### config.mk
export PLATFORM = sky130hd
export DESIGN_NAME = manchester_tx_flat
export DESIGN_NICKNAME = d
export VERILOG_FILES = /design/src/rtl/wimpfi_pkg.sv /design/src/rtl/manchester_tx_if.sv /design/src/rtl/manchester_tx_half_bit_timer.sv /design/src/rtl/manchester_tx.sv /design/src/flat_wrapper.sv
export SDC_FILE = /design/constraint.sdc
export NUM_CORES = 1
export LEC_CHECK = 0
export BUFFER_PORTS_ARGS = -buffer_cell sky130_fd_sc_hd__buf_2
export CAP_MARGIN = 20
export CELL_PAD_IN_SITES_DETAIL_PLACEMENT = 1
export CELL_PAD_IN_SITES_GLOBAL_PLACEMENT = 1
export CORE_MARGIN = 4
export CORE_UTILIZATION = 40
export DETAILED_ROUTE_END_ITERATION = 8
export PLACE_DENSITY_LB_ADDON = 0.1
export SYNTH_ARGS = -nofsm -noshare
export SYNTH_HDL_FRONTEND = slang
export SYNTH_SLANG_ARGS = --single-unit
### constraint.sdc
create_clock -name clk -period 4.2 [get_ports clk]
set_input_delay 0.42 -clock clk [delete_from_list [all_inputs] [get_ports clk]]
set_output_delay 0.42 -clock clk [all_outputs]
set_load 0.1 [all_outputs]
### src/rtl/wimpfi_pkg.sv
// Shared wimpFi transmit types and the Manchester line-encoding helper.
package wimpfi_pkg;

  typedef enum logic [1:0] {
    IDLE = 2'd0,
    SEND = 2'd1,
    EOF  = 2'd2
  } tx_state_t;

  // IEEE convention: a 0 is sent high-then-low, a 1 is sent low-then-high.
  function automatic logic manchester_enc(input logic b, input logic half);
    return b ~^ half;
  endfunction

endpackage

### src/rtl/manchester_tx_if.sv
// MAC-to-transmitter byte handshake plus the line outputs toward the failsafe.
interface manchester_tx_if;
  // A byte moves on every rising clk edge where valid && rdy. rdy never looks
  // at valid, and valid may drop at any time; data only matters while valid=1.
  logic [7:0] data;
  logic       valid;
  logic       rdy;
  logic       txd;
  logic       txen;

  modport master (
    output data,
    output valid,
    input  rdy,
    input  txd,
    input  txen
  );

  modport slave (
    input  data,
    input  valid,
    output rdy,
    output txd,
    output txen
  );
endinterface

### src/rtl/manchester_tx_half_bit_timer.sv
// Free-running half-bit period timer; tick marks the last cycle of each half-bit.
module half_bit_timer #(
  parameter int CLK_HZ  = 100_000_000,
  parameter int RATE_HZ = 50000
) (
  input  logic clk,
  input  logic rst,
  input  logic clr,
  output logic tick
);
  // HB must come out as an integer of at least 2 for the line timing to hold.
  localparam int HB = CLK_HZ / (2 * RATE_HZ);
  localparam int CW = (HB > 1) ? $clog2(HB) : 1;
  localparam logic [CW-1:0] LAST = CW'(HB - 1);

  logic [CW-1:0] cnt_q;
  logic [CW-1:0] cnt_d;

  assign tick = (cnt_q == LAST);

  always_comb begin
    cnt_d = cnt_q;
    if (clr) begin
      cnt_d = '0;
    end else if (tick) begin
      cnt_d = '0;
    end else begin
      cnt_d = cnt_q + 1'b1;
    end
  end

  always_ff @(posedge clk or negedge rst) begin
    if (!rst) begin
      cnt_q <= '0;
    end else begin
      cnt_q <= cnt_d;
    end
  end
endmodule

### src/rtl/manchester_tx.sv
// Byte-stream Manchester transmitter: LSB-first serialiser with a one-byte
// look-ahead register so back-to-back bytes share a frame, then an idle-high EOF.
module manchester_tx
  import wimpfi_pkg::*;
#(
  parameter int CLK_HZ   = 100_000_000,
  parameter int BIT_RATE = 50000,
  parameter int EOF_BITS = 2
) (
  input  logic              clk,
  input  logic              rst,
  manchester_tx_if.slave    bus,
  output tx_state_t         dbg_state_o
);
  localparam int EOF_TICKS = 2 * EOF_BITS;
  localparam int EW        = $clog2(2 * EOF_BITS + 1);
  localparam logic [EW-1:0] EOF_LAST = EW'(EOF_TICKS - 1);

  tx_state_t     state_q, state_d;
  logic [7:0]    shreg_q, shreg_d;
  logic [7:0]    nxt_q, nxt_d;
  logic          pend_q, pend_d;
  logic [2:0]    bitcnt_q, bitcnt_d;
  logic          half_q, half_d;
  logic [EW-1:0] eofcnt_q, eofcnt_d;

  logic tick;
  logic clr;
  logic rdy_w;
  logic accept;

  half_bit_timer #(
    .CLK_HZ (CLK_HZ),
    .RATE_HZ(BIT_RATE)
  ) u_timer (
    .clk (clk),
    .rst (rst),
    .clr (clr),
    .tick(tick)
  );

  // The look-ahead window is the second half of bit 7, closed once it holds a byte.
  assign rdy_w  = (state_q == IDLE) ||
                  ((state_q == SEND) && (bitcnt_q == 3'd7) && half_q && !pend_q);
  assign accept = bus.valid && rdy_w;

  assign bus.rdy     = rdy_w;
  assign bus.txen    = (state_q != IDLE);
  assign bus.txd     = (state_q == SEND) ? manchester_enc(shreg_q[0], half_q) : 1'b1;
  assign dbg_state_o = state_q;

  always_comb begin
    state_d  = state_q;
    shreg_d  = shreg_q;
    nxt_d    = nxt_q;
    pend_d   = pend_q;
    bitcnt_d = bitcnt_q;
    half_d   = half_q;
    eofcnt_d = eofcnt_q;
    clr      = 1'b0;

    case (state_q)
      IDLE: begin
        if (accept) begin
          shreg_d  = bus.data;
          bitcnt_d = 3'd0;
          half_d   = 1'b0;
          pend_d   = 1'b0;
          clr      = 1'b1;
          state_d  = SEND;
        end
      end

      SEND: begin
        if (accept) begin
          nxt_d  = bus.data;
          pend_d = 1'b1;
        end
        if (tick) begin
          if (!half_q) begin
            half_d = 1'b1;
          end else begin
            half_d = 1'b0;
            if (bitcnt_q == 3'd7) begin
              // A byte arriving on the final tick itself goes straight to the shifter.
              if (pend_q || accept) begin
                shreg_d  = pend_q ? nxt_q : bus.data;
                bitcnt_d = 3'd0;
                pend_d   = 1'b0;
              end else begin
                state_d  = EOF;
                eofcnt_d = '0;
              end
            end else begin
              shreg_d  = {1'b0, shreg_q[7:1]};
              bitcnt_d = bitcnt_q + 3'd1;
            end
          end
        end
      end

      EOF: begin
        if (tick) begin
          if (eofcnt_q == EOF_LAST) begin
            eofcnt_d = '0;
            state_d  = IDLE;
          end else begin
            eofcnt_d = eofcnt_q + 1'b1;
          end
        end
      end

      default: begin
        state_d = IDLE;
      end
    endcase
  end

  always_ff @(posedge clk or negedge rst) begin
    if (!rst) begin
      state_q  <= IDLE;
      shreg_q  <= '0;
      nxt_q    <= '0;
      pend_q   <= 1'b0;
      bitcnt_q <= '0;
      half_q   <= 1'b0;
      eofcnt_q <= '0;
    end else begin
      state_q  <= state_d;
      shreg_q  <= shreg_d;
      nxt_q    <= nxt_d;
      pend_q   <= pend_d;
      bitcnt_q <= bitcnt_d;
      half_q   <= half_d;
      eofcnt_q <= eofcnt_d;
    end
  end
endmodule

### src/flat_wrapper.sv
// flat-port wrapper written by rule: the top's interface ports become plain ports
module manchester_tx_flat import wimpfi_pkg::*;
#(
  parameter int CLK_HZ   = 100_000_000,
  parameter int BIT_RATE = 50000,
  parameter int EOF_BITS = 2
)
  (clk, rst, dbg_state_o, bus_data, bus_valid, bus_rdy, bus_txd, bus_txen);
  manchester_tx_if bus_i ();
  input  logic clk;
  input  logic rst;
  output tx_state_t dbg_state_o;
  input wire logic [$bits(bus_i.data)-1:0] bus_data;
  input wire logic [$bits(bus_i.valid)-1:0] bus_valid;
  output wire logic [$bits(bus_i.rdy)-1:0] bus_rdy;
  output wire logic [$bits(bus_i.txd)-1:0] bus_txd;
  output wire logic [$bits(bus_i.txen)-1:0] bus_txen;
  assign bus_i.data = bus_data;
  assign bus_i.valid = bus_valid;
  assign bus_rdy = bus_i.rdy;
  assign bus_txd = bus_i.txd;
  assign bus_txen = bus_i.txen;
  manchester_tx #(.CLK_HZ(CLK_HZ), .BIT_RATE(BIT_RATE), .EOF_BITS(EOF_BITS)) u_core (.clk(clk), .rst(rst), .bus(bus_i), .dbg_state_o(dbg_state_o));
endmodule
==> run summary <==
The area added between synthesis and finish came out at 11.6%. The endpoint arrival time on the critical path is 2.41 ns. The yosys synthesis warning count is 0. Tracing the worst setup path back leads to its startpoint at u_core.bitcnt_q[0]. The global-route wire length before repair came out at 6700 um. Of the total power, the share spent switching nets is 28.8%. The number of vias after detailed routing is 1277.

The overall fraction of global-route tracks in use is 14.2%. The sequential share of power came out at 48.8%. The commonest cells after synthesis are dfrtp_1 (36), mux2_2 (21), nor2_1 (15). The class of the most critical setup path is flop to output port. The worst setup path is launched from a flop. Power spread over the standard cell area amounts to 434 nW/um^2. The width of the die is 77.4 um. Across the VDD grid, the largest voltage drop is 0.000207 V.

The largest net degree at the start of global routing is 37. After global routing, the most crowded layer is met2. The clock network is responsible for 32.3% of the overall power.

The number of resized instances in the post-cts repair step came out at 0. In the finished design, the share of the clock period the worst path needs comes to 67.5%. The wire length per cell after detailed routing came out at 15.9 um. In this run the worst setup path terminates at bus_rdy. After detailed routing, the number of remaining DRC violations is 0. The antenna diode instance count came out at 0. Setup repair after global routing left no endpoint under its margin.

In the routed layout, each cell is associated on average with a via count of 5.41. The count of buffers from port buffering is 15. TritonCTS built the clock tree.

Summing the sequential cell areas from Yosys gives 46.7% of the chip area. The placement row count came out at 24. The total routed wirelength came out at 3760 um. After synthesis, the share of flip-flops with an asynchronous set or reset is 100%. In the post-synthesis netlist, the biggest area contributors are dfrtp_1 (47%), mux2_2 (12%), mux2_4 (6.2%). The deepest clock path buffer count is 2.

The synthesized instance count came out at 165. The die covers 6000 sq um. The clock period minus final worst setup slack is 2.83 ns.

The clock buffer count from CTS is 5. The tightest slew margin relative to the limit came out at 47.1%. After filler insertion, the fill cell instance count of the layout stands at 494. The number of routed nets with antenna violations came out at 0. The routing usage on met2 came out at 22.7%. The run finished with clean final reports. The register bit count reported by yosys came out at 36.

The worst register-to-register path has a depth of 7. The post-synthesis average cell area came out at 11.7 sq um. The total count of max-transition violations in the final report was 0. Max-cap violations in this run came to 0. The type of element capturing the critical path is an output port. The total core area is 4500 sq um.

The most used flip-flop cell after synthesis is dfrtp_1. The post-synth design cell area is 1930 sq um. Setup violations remaining at the end of the flow were counted as 0. Synthesis produced a netlist with a net count of 180. The via count of the first global-routing pass is 1393. The switching power summed over all nets came out at 0.268 mW. The peak clock frequency supported by timing is 353 MHz. The number of antenna violations at the first check in global routing came to 0.

The standby leakage power is 0.991 nW. The last weighted congestion value of the routability-driven placer is 0.787. Summed over all instances, the cell type with the most area after synthesis is dfrtp_1. The number of buffers added to fix hold violations after cts is 0. The final number of hold-violating endpoints is 0. The total negative slack is 0 ns.

The total I/O pin count came out at 16. The number of optimization iterations in the first detailed-route pass came out at 4. In this run, distinct cell masters in the synthesized netlist total 45.

The number of enable-type register cells in the synthesized netlist came out at 0. The chip height came out at 77.4 um. The initial cell density of the core is 42.8%.

The clock latency at the later pin of the worst-skew pair came out at 0.29 ns. The level count of the clock H-tree came out at 2. The worst clock skew is 0.00491 ns. Cells with a size suffix above 1 make up 33.7% of the layout. Along the worst path, the maximum fanout reaches 13. The number of setup buffers added after CTS is 0. The worst hold margin came out at 0.216 ns. In this run the critical register-to-register path is captured at u_core.bitcnt_q[0].

The CTS clock-pin slew for the worst setup and hold paths is 0.07 ns. The share of Yosys cell area claimed by the top area cell type came out at 46.7%. The global routing usage on met1 is 17.9%. The combinational fraction of design power is 18.9%. The number of nets in the layout came out at 198. The cell with the most instances after synthesis is dfrtp_1. The internal power component is 0.664 mW. The path type of the worst min-delay path is input port to asynchronous set/reset pin. The flop-to-flop setup slack came out at 1.76 ns.

The launch point of the worst reg-to-reg path is u_core.bitcnt_q[0]. For this run the aggregate overflow at the end of global routing stands at 0. The root cell of the clock tree is clkbuf_8. The starting DRC count in detailed routing came out at 65. The HPWL after detailed placement came out at 2700 um. The required time of the critical path is 3.78 ns. For this run, global-route usage on met3 was measured as 4.17%. Clock tree synthesis found a total of 36 sinks. The slew at the pin closest to its max-slew limit came out at 0.793 ns.
power groups by stage:
| stage | Combinational, mW | Sequential (mW) | Clock [mW] |
|---|---|---|---|
| 2_1_floorplan | 0.145 | 0.446 | 0 |
| 5_1_grt | 0.200 | 0.465 | 0.330 |
| 3_3_place_gp | 0.173 | 0.457 | 0 |
| 6_report | 0.176 | 0.455 | 0.301 |
| 3_5_place_dp | 0.180 | 0.461 | 0 |
| 4_1_cts | 0.181 | 0.455 | 0.311 |
flip-flops by register name, indices dropped and copies added, names as in the netlist:
name,count
u_core.bitcnt_q,3
u_core.dbg_state_o,2
u_core.eofcnt_q,3
u_core.half_q,1
u_core.nxt_q,8
u_core.pend_q,1
u_core.shreg_q,8
u_core.u_timer.cnt_q,10
worst max-delay path, stage by stage, from the launching register on:
cell and delay, ns:
dfrtp_1 0.38, ha_1 0.17, ha_1 0.47, nand2_1 0.16, or2_2 0.35, a21oi_1 0.15, buf_2 0.44
worst min path at each step:
stage | to | depth (start not counted) | startpoint
2_1_floorplan | u_core.bitcnt_q[0] | 0 | rst
3_5_place_dp | u_core.eofcnt_q[2] | 1 | u_core.eofcnt_q[2]
3_3_place_gp | u_core.eofcnt_q[2] | 1 | u_core.eofcnt_q[2]
4_1_cts | u_core.nxt_q[6] | 1 | rst
5_1_grt | u_core.nxt_q[6] | 1 | rst
6_report | u_core.eofcnt_q[2] | 1 | rst
layer usage:
layer	vias to the layer above	wire, um
li1	625	-
met1	630	1830
met2	17	1740
met3	5	126
met4	0	58
met5	-	0
cells by family after synthesis:
family	Yosys count	share of synthesized area (%)
fa+ha+maj	4	2.60
xor+xnor	9	4.09
mux	29	18.5
compound gates	17	6.36
buf+inv	10	2.66
simple gates	60	19.1
flops	36	46.7
through the flow:
| stage | instances | worst slack, ns | total power, mW | util, % | area (sq um) |
|---|---|---|---|---|---|
| floorplan | 165 | 1.24 | 0.592 | - | 1930 |
| global placement | 228 | 1.75 | 0.629 | 45.4 | 2040 |
| detailed placement | 228 | 1.66 | 0.641 | 45.4 | 2040 |
| CTS | 236 | 1.31 | 0.947 | 47.8 | 2150 |
| global route | 236 | 1.13 | 0.995 | 47.8 | 2150 |
| finish | 236 | 1.37 | 0.933 | 47.8 | 2150 |
cells in the final DEF, fill, tap and decap left out, types with 5 or more instances in the layout:
| cell type | count |
|---|---|
| nand2_1 | 8 |
| buf_2 | 15 |
| mux2_4 | 8 |
| mux2_2 | 21 |
| xnor2_1 | 5 |
| inv_1 | 5 |
| dfrtp_1 | 36 |
| nor3_1 | 5 |
| clkbuf_8 | 5 |
| nor2_1 | 15 |
cell type report:
cell class	count	area, sq um	share of cell area (%)
Timing Repair Buffer	16	82.6	3.84
Tap cell	52	65.1	3.03
Sequential cell	36	901	41.9
Clock buffer	6	72.6	3.37
Multi-Input combinational cell	119	976	45.4
Clock inverter	2	35.0	1.63
Inverter	5	18.8	0.873
Power figures use the tool's default switching activity.
